$ cat config.mk
export PLATFORM = sky130hd
export DESIGN_NAME = clk_div_gen
export DESIGN_NICKNAME = d
export VERILOG_FILES = /design/src/rtl/clk_div_gen.sv
export SDC_FILE = /design/constraint.sdc
export NUM_CORES = 1
export LEC_CHECK = 0
export ABC_AREA = 1
export BUFFER_PORTS_ARGS = -buffer_cell sky130_fd_sc_hd__buf_2
export CAP_MARGIN = 20
export CORE_MARGIN = 2
export CORE_UTILIZATION = 55
export DETAILED_ROUTE_END_ITERATION = 10
export PLACE_DENSITY = 0.75
export SYNTH_ARGS = -nofsm -noshare
export SYNTH_HDL_FRONTEND = slang
export SYNTH_SLANG_ARGS = --single-unit
$ cat constraint.sdc
create_clock -name clk -period 2.9 [get_ports clk]
set_input_delay 0.725 -clock clk [delete_from_list [all_inputs] [get_ports clk]]
set_output_delay 0.725 -clock clk [all_outputs]
set_load 0.02 [all_outputs]
$ cat src/rtl/clk_div_gen.sv
// Programmable clock divider: bypass or divide-by-R with an H/L duty split.
// Ratio and enable are sampled only in bypass or at a period boundary.
module clk_div_gen #(
  parameter int widthRatio = 8
) (
  input  logic                  clk,
  input  logic                  rst,
  input  logic                  clk_en,
  input  logic [widthRatio-1:0] div_ratio,
  output logic                  div_clk,
  output logic                  div_tick,
  output logic [widthRatio-1:0] active_ratio
);

  typedef enum logic [1:0] {
    BYPASS,
    HIGH,
    LOW
  } state_t;

  state_t                state_q, state_d;
  logic [widthRatio-1:0] cnt_q, cnt_d;
  logic [widthRatio-1:0] ratio_q, ratio_d;
  logic                  clk_reg_q, clk_reg_d;
  logic                  tick_q, tick_d;
  logic [widthRatio-1:0] hi_len, lo_len;
  logic                  ratio_ok;

  // Any bit above bit 0 set means the ratio is at least 2.
  assign ratio_ok = clk_en && (|div_ratio[widthRatio-1:1]);
  assign lo_len   = ratio_q >> 1;
  assign hi_len   = ratio_q - lo_len;

  always_comb begin
    state_d   = state_q;
    cnt_d     = cnt_q;
    ratio_d   = ratio_q;
    clk_reg_d = clk_reg_q;
    tick_d    = 1'b0;
    unique case (state_q)
      BYPASS: begin
        cnt_d     = '0;
        ratio_d   = '0;
        clk_reg_d = 1'b0;
        if (ratio_ok) begin
          state_d   = HIGH;
          ratio_d   = div_ratio;
          clk_reg_d = 1'b1;
          cnt_d     = 1;
          tick_d    = 1'b1;
        end
      end
      HIGH: begin
        if (cnt_q == hi_len) begin
          state_d   = LOW;
          clk_reg_d = 1'b0;
          cnt_d     = 1;
        end else begin
          cnt_d = cnt_q + 1'b1;
        end
      end
      LOW: begin
        if (cnt_q != lo_len) begin
          cnt_d = cnt_q + 1'b1;
        end else if (ratio_ok) begin
          state_d   = HIGH;
          ratio_d   = div_ratio;
          clk_reg_d = 1'b1;
          cnt_d     = 1;
          tick_d    = 1'b1;
        end else begin
          state_d   = BYPASS;
          ratio_d   = '0;
          clk_reg_d = 1'b0;
          cnt_d     = '0;
        end
      end
      default: begin
        state_d   = BYPASS;
        ratio_d   = '0;
        clk_reg_d = 1'b0;
        cnt_d     = '0;
      end
    endcase
  end

  always_ff @(posedge clk) begin
    if (rst) begin
      state_q   <= BYPASS;
      cnt_q     <= '0;
      ratio_q   <= '0;
      clk_reg_q <= 1'b0;
      tick_q    <= 1'b0;
    end else begin
      state_q   <= state_d;
      cnt_q     <= cnt_d;
      ratio_q   <= ratio_d;
      clk_reg_q <= clk_reg_d;
      tick_q    <= tick_d;
    end
  end

  // Reset is included so the output follows clk before the first edge.
  assign div_clk      = (rst || state_q == BYPASS) ? clk : clk_reg_q;
  assign div_tick     = tick_q;
  assign active_ratio = ratio_q;

endmodule

After elaboration in Yosys (flattened, before gate mapping):

Index checks and enable logic that the tools add are counted.

* register bits after elaboration: 20
* bits of input ports: 11
* output and inout port bits: 10
* logic and storage cells: 41

* add/sub/neg operators: 2
* eq/ne operators: 7
* multiplexer cells: 19
* bitwise operators: 1
* reduce and logical (&&, ||, !) cells: 7

Operator list (count)
* 8-bit case mux with 3 select lines: 2
* 8-bit two-way mux: 4
* 8-bit by 1-bit adder with 8-bit output (second input constant): 1
* 8-bit == test: 1
* 8-bit by 7-bit inequality test with 1-bit output: 1
* 8-bit by 7-bit subtractor with 8-bit output: 1
* 1-bit two-way mux: 7
* 7-bit OR reduction: 1
* 2-bit two-way mux: 3
* 2-bit inequality test (second input constant): 3
* 2-bit case mux with 3 select lines: 1
* 2-bit AND reduction: 2
* 1-bit case mux with 3 select lines: 1
* 3-bit AND reduction: 1
* 2-bit by 1-bit == test with 1-bit output (second input constant): 1
* 2-bit == test (second input constant): 1
* 2-bit logical NOT: 1
* 1-bit case mux with 2 select lines: 1
* 1-bit logical AND: 1
* 1-bit logical OR: 1
* 1-bit inverter: 1

Depth between registers and ports, before layout:

Gate-level depths: netlist of run 1.

* word-level depth: 5
* gate-level depth with buffers: 14
* depth with buffers taken out: 14

==> results of run 1 <==
==> how the worst min path moves through the flow <==
stage	start	endpoint	slack (ns)	cells past startpoint
2_1_floorplan	clk_reg_q	clk_reg_q	0.45	2
3_3_place_gp	clk_reg_q	clk_reg_q	0.47	2
3_5_place_dp	clk_reg_q	clk_reg_q	0.47	2
4_1_cts	clk_reg_q	clk_reg_q	0.48	2
5_1_grt	rst	clk_reg_q	0.50	2
6_report	clk_reg_q	clk_reg_q	0.49	2
==> cells by family after synthesis <==
family	count (synthesis)	synth area share, %
AOI/OAI and AO/OA	28	9.69
xor gates and xnor gates	15	9.19
adders and majority gates	9	7.95
buffers and inverters	43	11.4
DFF	20	26.5
muxes	1	0.745
and+or+nand+nor	113	34.5
==> sequential cells by signal (all words and copies together), names as in the netlist <==
signal	cells
active_ratio	8
clk_reg_q	1
cnt_q	8
div_tick	1
state_q	2
==> layout make-up <==
class,count,share of cell area [%]
Timing Repair Buffer,19,5.63
Tap cell,31,2.29
Sequential cell,20,23.7
Inverter,41,9.10
Clock buffer,8,3.77
Multi-Input combinational cell,166,55.5
==> layer usage <==
layer  wire length (µm)  GRT usage, %
met1               1470          28.9
met2               1390          33.9
met3                 81          3.00
met4                 53          12.6
met5                  0             0
==> where the power goes <==
part	internal [mW]	switching [mW]
clock	0.140	0.121
sequential	0.302	0.0309
combinational	0.225	0.359
total	0.668	0.510
==> placed cells by master, fill, tap and decap left out <==
cell / instances
nand2_1: 52
inv_1: 41
nor2_1: 30
dfxtp_1: 20
buf_2: 20
a21oi_1: 16
nand3_1: 10
o21ai_0: 9
xnor2_1: 8
ha_1: 8
xor2_1: 6
clkbuf_4: 6
nand4_1: 5
nand3b_1: 3
nand3_2: 3
or2_1: 2
nor3_1: 2
mux2_2: 1
or2_2: 1
and2_1: 1
xnor2_2: 1
o21a_1: 1
nand2_4: 1
o21ai_1: 1
and3_1: 1
nor3_2: 1
nand3_4: 1
a21oi_2: 1
fa_1: 1
clkbuf_8: 1
==> worst max-delay path: stages <==
cell and delay, ns:
clkbuf_4 0.11, clkbuf_4 0.12, mux2_2 0.24, buf_2 0.16
==> summary.txt, run 1 <==
clk_skew - 0.00596 ns
CP Data Arrival Time - 2.07 ns
Routed WL per cell - 10.5 µm
Pwr Density - 697 nW/µm²
status - finished, final reports clean
CP Launch Type - clock port
post-route design area - 1690 µm²
CP required - 2.17 ns
Die Area - 3180 µm²
Crit. End Element - output pin
Site Rows - 19
worst min path class - flop to flop
maximum VDD drop - 0.000568 V
CP max FO - 2
minimum hold slack - 0.490 ns
# setup viols final - 0
EDFF count, synth - 0
synthesis-stage register bit count - 20
CP Class - clock port to output pin
Tot GR Track Use - 21.8%
DR iter-0 viols - 31
Util after Layout - 62.9%
HPWL Detailed - 2.48 mm
final hold violation count - 0
Hold Buf Count CTS - 0
initial antenna violation count - 0
fraction of registers with async set/reset - 0%
Post-DP Area - 1630 µm²
GPL Wtd Cong - 0.844
sequential-to-total area share from yosys stat - 26.5%
Reg clk slew, reported paths - 0.11 ns
fill count - 258
Cell variety after synth - 29
I/O pins - 21
Syn Area/Cell - 6.60 µm²
Area Overhead vs Synth - 11.8%
via count - 1388
post-DR vias/cell - 4.87
most frequent cell after synthesis - nand2_1
# Post-CTS Setup Buffers - 0
Synth Instances - 229
Fin Setup TNS - 0 ns
Place WS - 0.336 ns
reg2reg setup slack - 0.78 ns
Initial Utilization - 56.3%
leak pwr - 0.824 nW
Synth top area share - 26.5%
later-pin clock latency in the skew report - 0.42 ns
Antenna diodes - 0
Reg2Reg Depth - 13
most instantiated cells after synthesis - 52 x nand2_1, 41 x inv_1, 30 x nor2_1, 20 x dfxtp_1, 16 x a21oi_1
relative slew slack - 69.4%
register area - 400 µm²
port bufs - 20
Placed Instances - 278
RSZ-0062 raised after global routing - no
nets - 275
Slew @ Worst Pin - 0.456 ns
post-layout worst setup margin - 0.100 ns
die height - 56.4 µm
Pre-Repair DR Iteration Count - 4
gr ovfl total - 0
largest net degree at the start of global routing - 20
total of max-cap violations - 0
warnings from Yosys - 0
max-slew violations - 0
global-route wire length before repair - 5.39 mm
cell accounting for the most synthesized area - dfxtp_1
Post-Layout Cell Count - 285
Area contributors post-synth - dfxtp_1 26%, nand2_1 13%, inv_1 10%
Post-Route WL - 2.99 mm
Worst R2R End - cnt_q[3]
vias in the first global route - 1301
DIE WIDTH - 56.4 µm
CP startpoint - clk
Post-Syn Nets - 249
Placeable Area - 2690 µm²
r2r startpoint - active_ratio[0]
area of the multi-input gates - 938 µm²
Worst Setup EP - div_clk
post-CTS sizing - 0
Post-Syn Area - 1510 µm²
Power Total - 1.18 mW
Post-DRT Antenna Nets - 0
layout cell share with drive strength beyond 1 - 14.6%
TritonCTS clock tree - built
ys flop type - dfxtp_1
DRC - 0
No activity file was read; power rests on OpenSTA's default activity.
==> run 2, diff against run 1 <==
clock period = 2.7 ns   (was 2.9 ns; I/O delays follow)
==> summary.txt, run 2 (synthesis gave the netlist of run 1 again) <==
status - finished, final reports clean
Antenna diodes - 0 (unchanged)
CP Data Arrival Time - 2.00 ns (-0.07 ns)
Post-DP Area - 1630 µm² (unchanged)
Power Total - 1.37 mW (+16%)
Util after Layout - 63.8% (+0.84 points)
minimum hold slack - 0.478 ns (-0.0112 ns)
Reg2Reg Depth - 12 (-1)
Area Overhead vs Synth - 13.3%
worst min path class - primary input to flop
layout cell share with drive strength beyond 1 - 14.6% (unchanged)
CP required - 2.03 ns (-0.14 ns)
Hold Path Origin - rst
Place WS - 0.286 ns (-0.0500 ns)
DRC - 0 (unchanged)
Pre-Repair DR Iteration Count - 4 (unchanged)
CP Launch Type - clock port
HPWL Detailed - 2.59 mm (+4.2%)
Post-Layout Cell Count - 285 (unchanged)
clk_skew - 0.0151 ns (+0.00917 ns)
die height - 56.4 µm (unchanged)
relative slew slack - 68.1% (-1.3 points)
via count - 1418 (+2.2%)
nets - 275 (unchanged)
initial antenna violation count - 0 (unchanged)
vias in the first global route - 1360 (+4.5%)
Site Rows - 19 (unchanged)
GPL Wtd Cong - 0.809 (-4.1%)
final hold violation count - 0 (unchanged)
most common cell after layout, fill and taps aside - nand2_1
fill count - 292 (+13%)
leak pwr - 0.833 nW (+1.1%)
hold depth - 2 (unchanged)
maximum VDD drop - 0.000639 V (+12%)
Placed Instances - 278 (unchanged)
post-DR vias/cell - 4.98 (+2.2%)
Crit. End Element - output pin
Reg clk slew, reported paths - 0.12 ns (about the same)
post-route design area - 1710 µm² (+1.3%)
Initial Utilization - 56.3% (unchanged)
DIE WIDTH - 56.4 µm (unchanged)
Routed WL per cell - 11.4 µm (+8.5%)
most frequent cells in the layout - 52 x nand2_1, 41 x inv_1, 30 x nor2_1, 20 x dfxtp_1, 19 x buf_2
Worst R2R End - cnt_q[3]
Post-Route WL - 3.24 mm (+8.5%)
Pwr Density - 801 nW/µm² (+15%)
max-slew violations - 0 (unchanged)
# setup viols final - 0 (unchanged)
gr ovfl total - 0 (unchanged)
Die Area - 3180 µm² (unchanged)
DR iter-0 viols - 21 (-32%)
Fin Setup TNS - 0 ns (unchanged)
reg2reg setup slack - 0.55 ns (-0.23 ns)
RSZ-0062 raised after global routing - no
I/O pins - 21 (unchanged)
hold path endpoint - clk_reg_q
CP max FO - 2 (unchanged)
Post-DRT Antenna Nets - 0 (unchanged)
global-route wire length before repair - 5.68 mm (+5.4%)
Hold Buf Count CTS - 0 (unchanged)
CP Class - clock port to output pin
Tot GR Track Use - 22.5% (+0.64 points)
Slew @ Worst Pin - 0.476 ns (+0.0198 ns)
port bufs - 20 (unchanged)
r2r startpoint - active_ratio[1]
largest net degree at the start of global routing - 20 (unchanged)
later-pin clock latency in the skew report - 0.41 ns (about the same)
total of max-cap violations - 0 (unchanged)
post-layout worst setup margin - 0.0247 ns (-0.0755 ns)
Placeable Area - 2690 µm² (unchanged)
TritonCTS clock tree - built
-- run 2: report_power, final --
group	switching [mW]	internal, mW	leakage, nW	total (mW)
sequential	0.0348	0.325	0.164	0.360
clock	0.141	0.235	0.0521	0.377
combinational	0.394	0.241	0.617	0.636
-- run 2: worst max-delay path by stage --
stage | from | slack (ns) | endpoint | depth (start not counted)
final | clk | 0.02 | div_clk | 4
after global routing | clk | 0.01 | div_clk | 4
after CTS | clk | 0.007 | div_clk | 4
after detailed placement | clk | 0.29 | div_clk | 2
after global placement | clk | 0.29 | div_clk | 2
after floorplan | clk | 0.37 | div_clk | 1
-- run 2: cell type report --
| class | count | area (µm²) | share of cell area, % |
|---|---|---|---|
| Inverter | 41 | 154 | 8.98 |
| Clock buffer | 7 | 56.3 | 3.29 |
| Sequential cell | 20 | 400 | 23.4 |
| Timing Repair Buffer | 19 | 95.1 | 5.55 |
| Clock inverter | 1 | 30.0 | 1.75 |
| Multi-Input combinational cell | 166 | 938 | 54.8 |
| Tap cell | 31 | 38.8 | 2.26 |
-- run 2: routing by layer --
layer	up-vias	track usage (%)	wire length, µm
li1	768	-	-
met1	615	28.3	1580
met2	28	37.9	1520
met3	7	2.76	80
met4	0	10.5	61
met5	-	0	0
-- run 2: repair_timing --
item,in CTS,in global routing
endpoints found under the setup margin,1,0
setup buffers,0,0
resized for setup,2,0
-- run 2: worst max-delay path, cell delays in order --
cell and delay (ns):
clkbuf_4 0.11, clkbuf_4 0.13, mux2_2 0.28, buf_6 0.13
==> run 3, diff against run 2 <==
SKIP_LAST_GASP = 1   (was unset)
clock period = 2.5 ns   (was 2.7 ns; I/O delays follow)
==> summary.txt, run 3 (synthesis gave the netlist of run 1 again) <==
minimum hold slack - 0.421 ns (-0.0578 ns)
Antenna diodes - 0 (unchanged)
relative slew slack - 69.5% (+1.4 points)
post-CTS sizing - 3 (+1)
CP required - 1.88 ns (-0.15 ns)
Reg2Reg Depth - 13 (+1)
# Post-CTS Setup Buffers - 0 (unchanged)
Post-Route WL - 2.99 mm (-7.7%)
# setup viols final - 0 (unchanged)
Initial Utilization - 56.3% (unchanged)
Slew @ Worst Pin - 0.455 ns (-0.0214 ns)
met3 wire len - 70 µm (-13%)
Placed Instances - 278 (unchanged)
vias in the first global route - 1336 (-1.8%)
Routed WL per cell - 10.5 µm (-7.4%)
DRC - 0 (unchanged)
CP startpoint - clk
initial antenna violation count - 0 (unchanged)
reg2reg setup slack - 0.40 ns (-0.15 ns)
Place WS - 0.236 ns (-0.0500 ns)
Site Rows - 19 (unchanged)
Levels on crit path - 3 (-1)
Placeable Area - 2690 µm² (unchanged)
status - finished, final reports clean
Post-DP Area - 1630 µm² (unchanged)
leak pwr - 0.827 nW (-0.79%)
Crit path largest cell delay - 0.25 ns (-0.03 ns)
Post-Layout Cell Count - 284 (-0.35%)
critical path's top delay family - multiplexers
via count - 1391 (-1.9%)
DR iter-0 viols - 30 (+43%)
DIE WIDTH - 56.4 µm (unchanged)
final hold violation count - 0 (unchanged)
total of max-cap violations - 0 (unchanged)
most frequent cells in the layout - 52 x nand2_1, 41 x inv_1, 30 x nor2_1, 20 x dfxtp_1, 19 x buf_2
fill count - 267 (-8.6%)
clk_skew - 0.00175 ns (-0.0134 ns)
I/O pins - 21 (unchanged)
Crit path buffers/inverters - 2 (-1)
wire length on met1 - 1.50 mm (-4.7%)
most common cell after layout, fill and taps aside - nand2_1
nets - 274 (-0.36%)
worst min path class - primary input to flop
Crit. End Element - output pin
largest net degree at the start of global routing - 20 (unchanged)
port bufs - 20 (unchanged)
CP Launch Type - clock port
CP max FO - 2 (unchanged)
met2 WL post-DR - 1.36 mm (-11%)
Reg clk slew, reported paths - 0.11 ns (about the same)
TritonCTS clock tree - built
Hold Buf Count CTS - 0 (unchanged)
critical-path cell list - clkbuf_4, mux2_4, buf_6
Fin Setup TNS - 0 ns (unchanged)
post-route design area - 1690 µm² (-1.2%)
GPL Wtd Cong - 0.805 (-0.54%)
layout cell share with drive strength beyond 1 - 14.2% (-0.34 points)
CP Class - clock port to output pin
Post-DRT Antenna Nets - 0 (unchanged)
CP Data Arrival Time - 1.74 ns (-0.26 ns)
maximum VDD drop - 0.000630 V (-1.4%)
Pre-Repair DR Iteration Count - 4 (unchanged)
max-slew violations - 0 (unchanged)
gr ovfl total - 0 (unchanged)
Pwr Density - 814 nW/µm² (+1.6%)
slowest stage cell, crit path - mux2_4
Die Area - 3180 µm² (unchanged)
Worst Setup EP - div_clk
HPWL Detailed - 2.48 mm (-4.3%)
die height - 56.4 µm (unchanged)
Tot GR Track Use - 20.7% (-1.8 points)
global-route wire length before repair - 5.22 mm (-8.1%)
post-layout worst setup margin - 0.133 ns (+0.109 ns)
post-DR vias/cell - 4.90 (-1.6%)
later-pin clock latency in the skew report - 0.41 ns (about the same)
RSZ-0062 raised after global routing - no
hold depth - 2 (unchanged)
top sig layer - met4
Area Overhead vs Synth - 12.0%
r2r startpoint - active_ratio[0]
Worst R2R End - cnt_q[2]
run 3: layout make-up:
cell class / count / area [µm²] / share of cell area (%)
well taps: 31 / 38.8 / 2.29
repair buffers: 19 / 95.1 / 5.62
flip-flops and latches: 20 / 400 / 23.7
inverters: 41 / 154 / 9.09
clock buffers: 7 / 62.6 / 3.70
multi-input cells: 166 / 942 / 55.7
run 3: worst register-to-register path, cell delays in order, from the launching register on:
cell	delay (ns)
dfxtp_1	0.34
inv_1	0.07
ha_1	0.22
fa_1	0.38
inv_1	0.08
nand2_1	0.08
nand2_1	0.08
nand2_1	0.08
xnor2_2	0.17
nand2_1	0.08
nor2_1	0.12
nand3_2	0.13
nand3_4	0.12
nor2_1	0.05
run 3: per-layer routing:
layer | up-vias | GRT usage (%)
li1 | 768 | -
met1 | 598 | 26.1
met2 | 19 | 34.4
met3 | 6 | 1.61
met4 | 0 | 12.2
met5 | - | 0
run 3: stage by stage:
stage	power [mW]	utilization, %
6_report	1.38	63.0
4_1_cts	1.38	63.0
2_1_floorplan	0.977	-
5_1_grt	1.50	63.0
3_3_place_gp	1.11	60.7
3_5_place_dp	1.12	60.7
run 3: worst min-delay path by stage:
stage / start / to / slack (ns)
after floorplan: clk_reg_q / clk_reg_q / 0.45
after global placement: clk_reg_q / clk_reg_q / 0.48
after detailed placement: clk_reg_q / clk_reg_q / 0.49
after CTS: rst / clk_reg_q / 0.41
after global routing: rst / clk_reg_q / 0.42
final: rst / clk_reg_q / 0.42
run 3: power by group:
| part | internal (mW) | leakage (nW) | switching, mW |
|---|---|---|---|
| clock network | 0.171 | 0.0455 | 0.138 |
| logic | 0.260 | 0.617 | 0.420 |
| registers | 0.351 | 0.164 | 0.0365 |
| total | 0.783 | 0.827 | 0.595 |
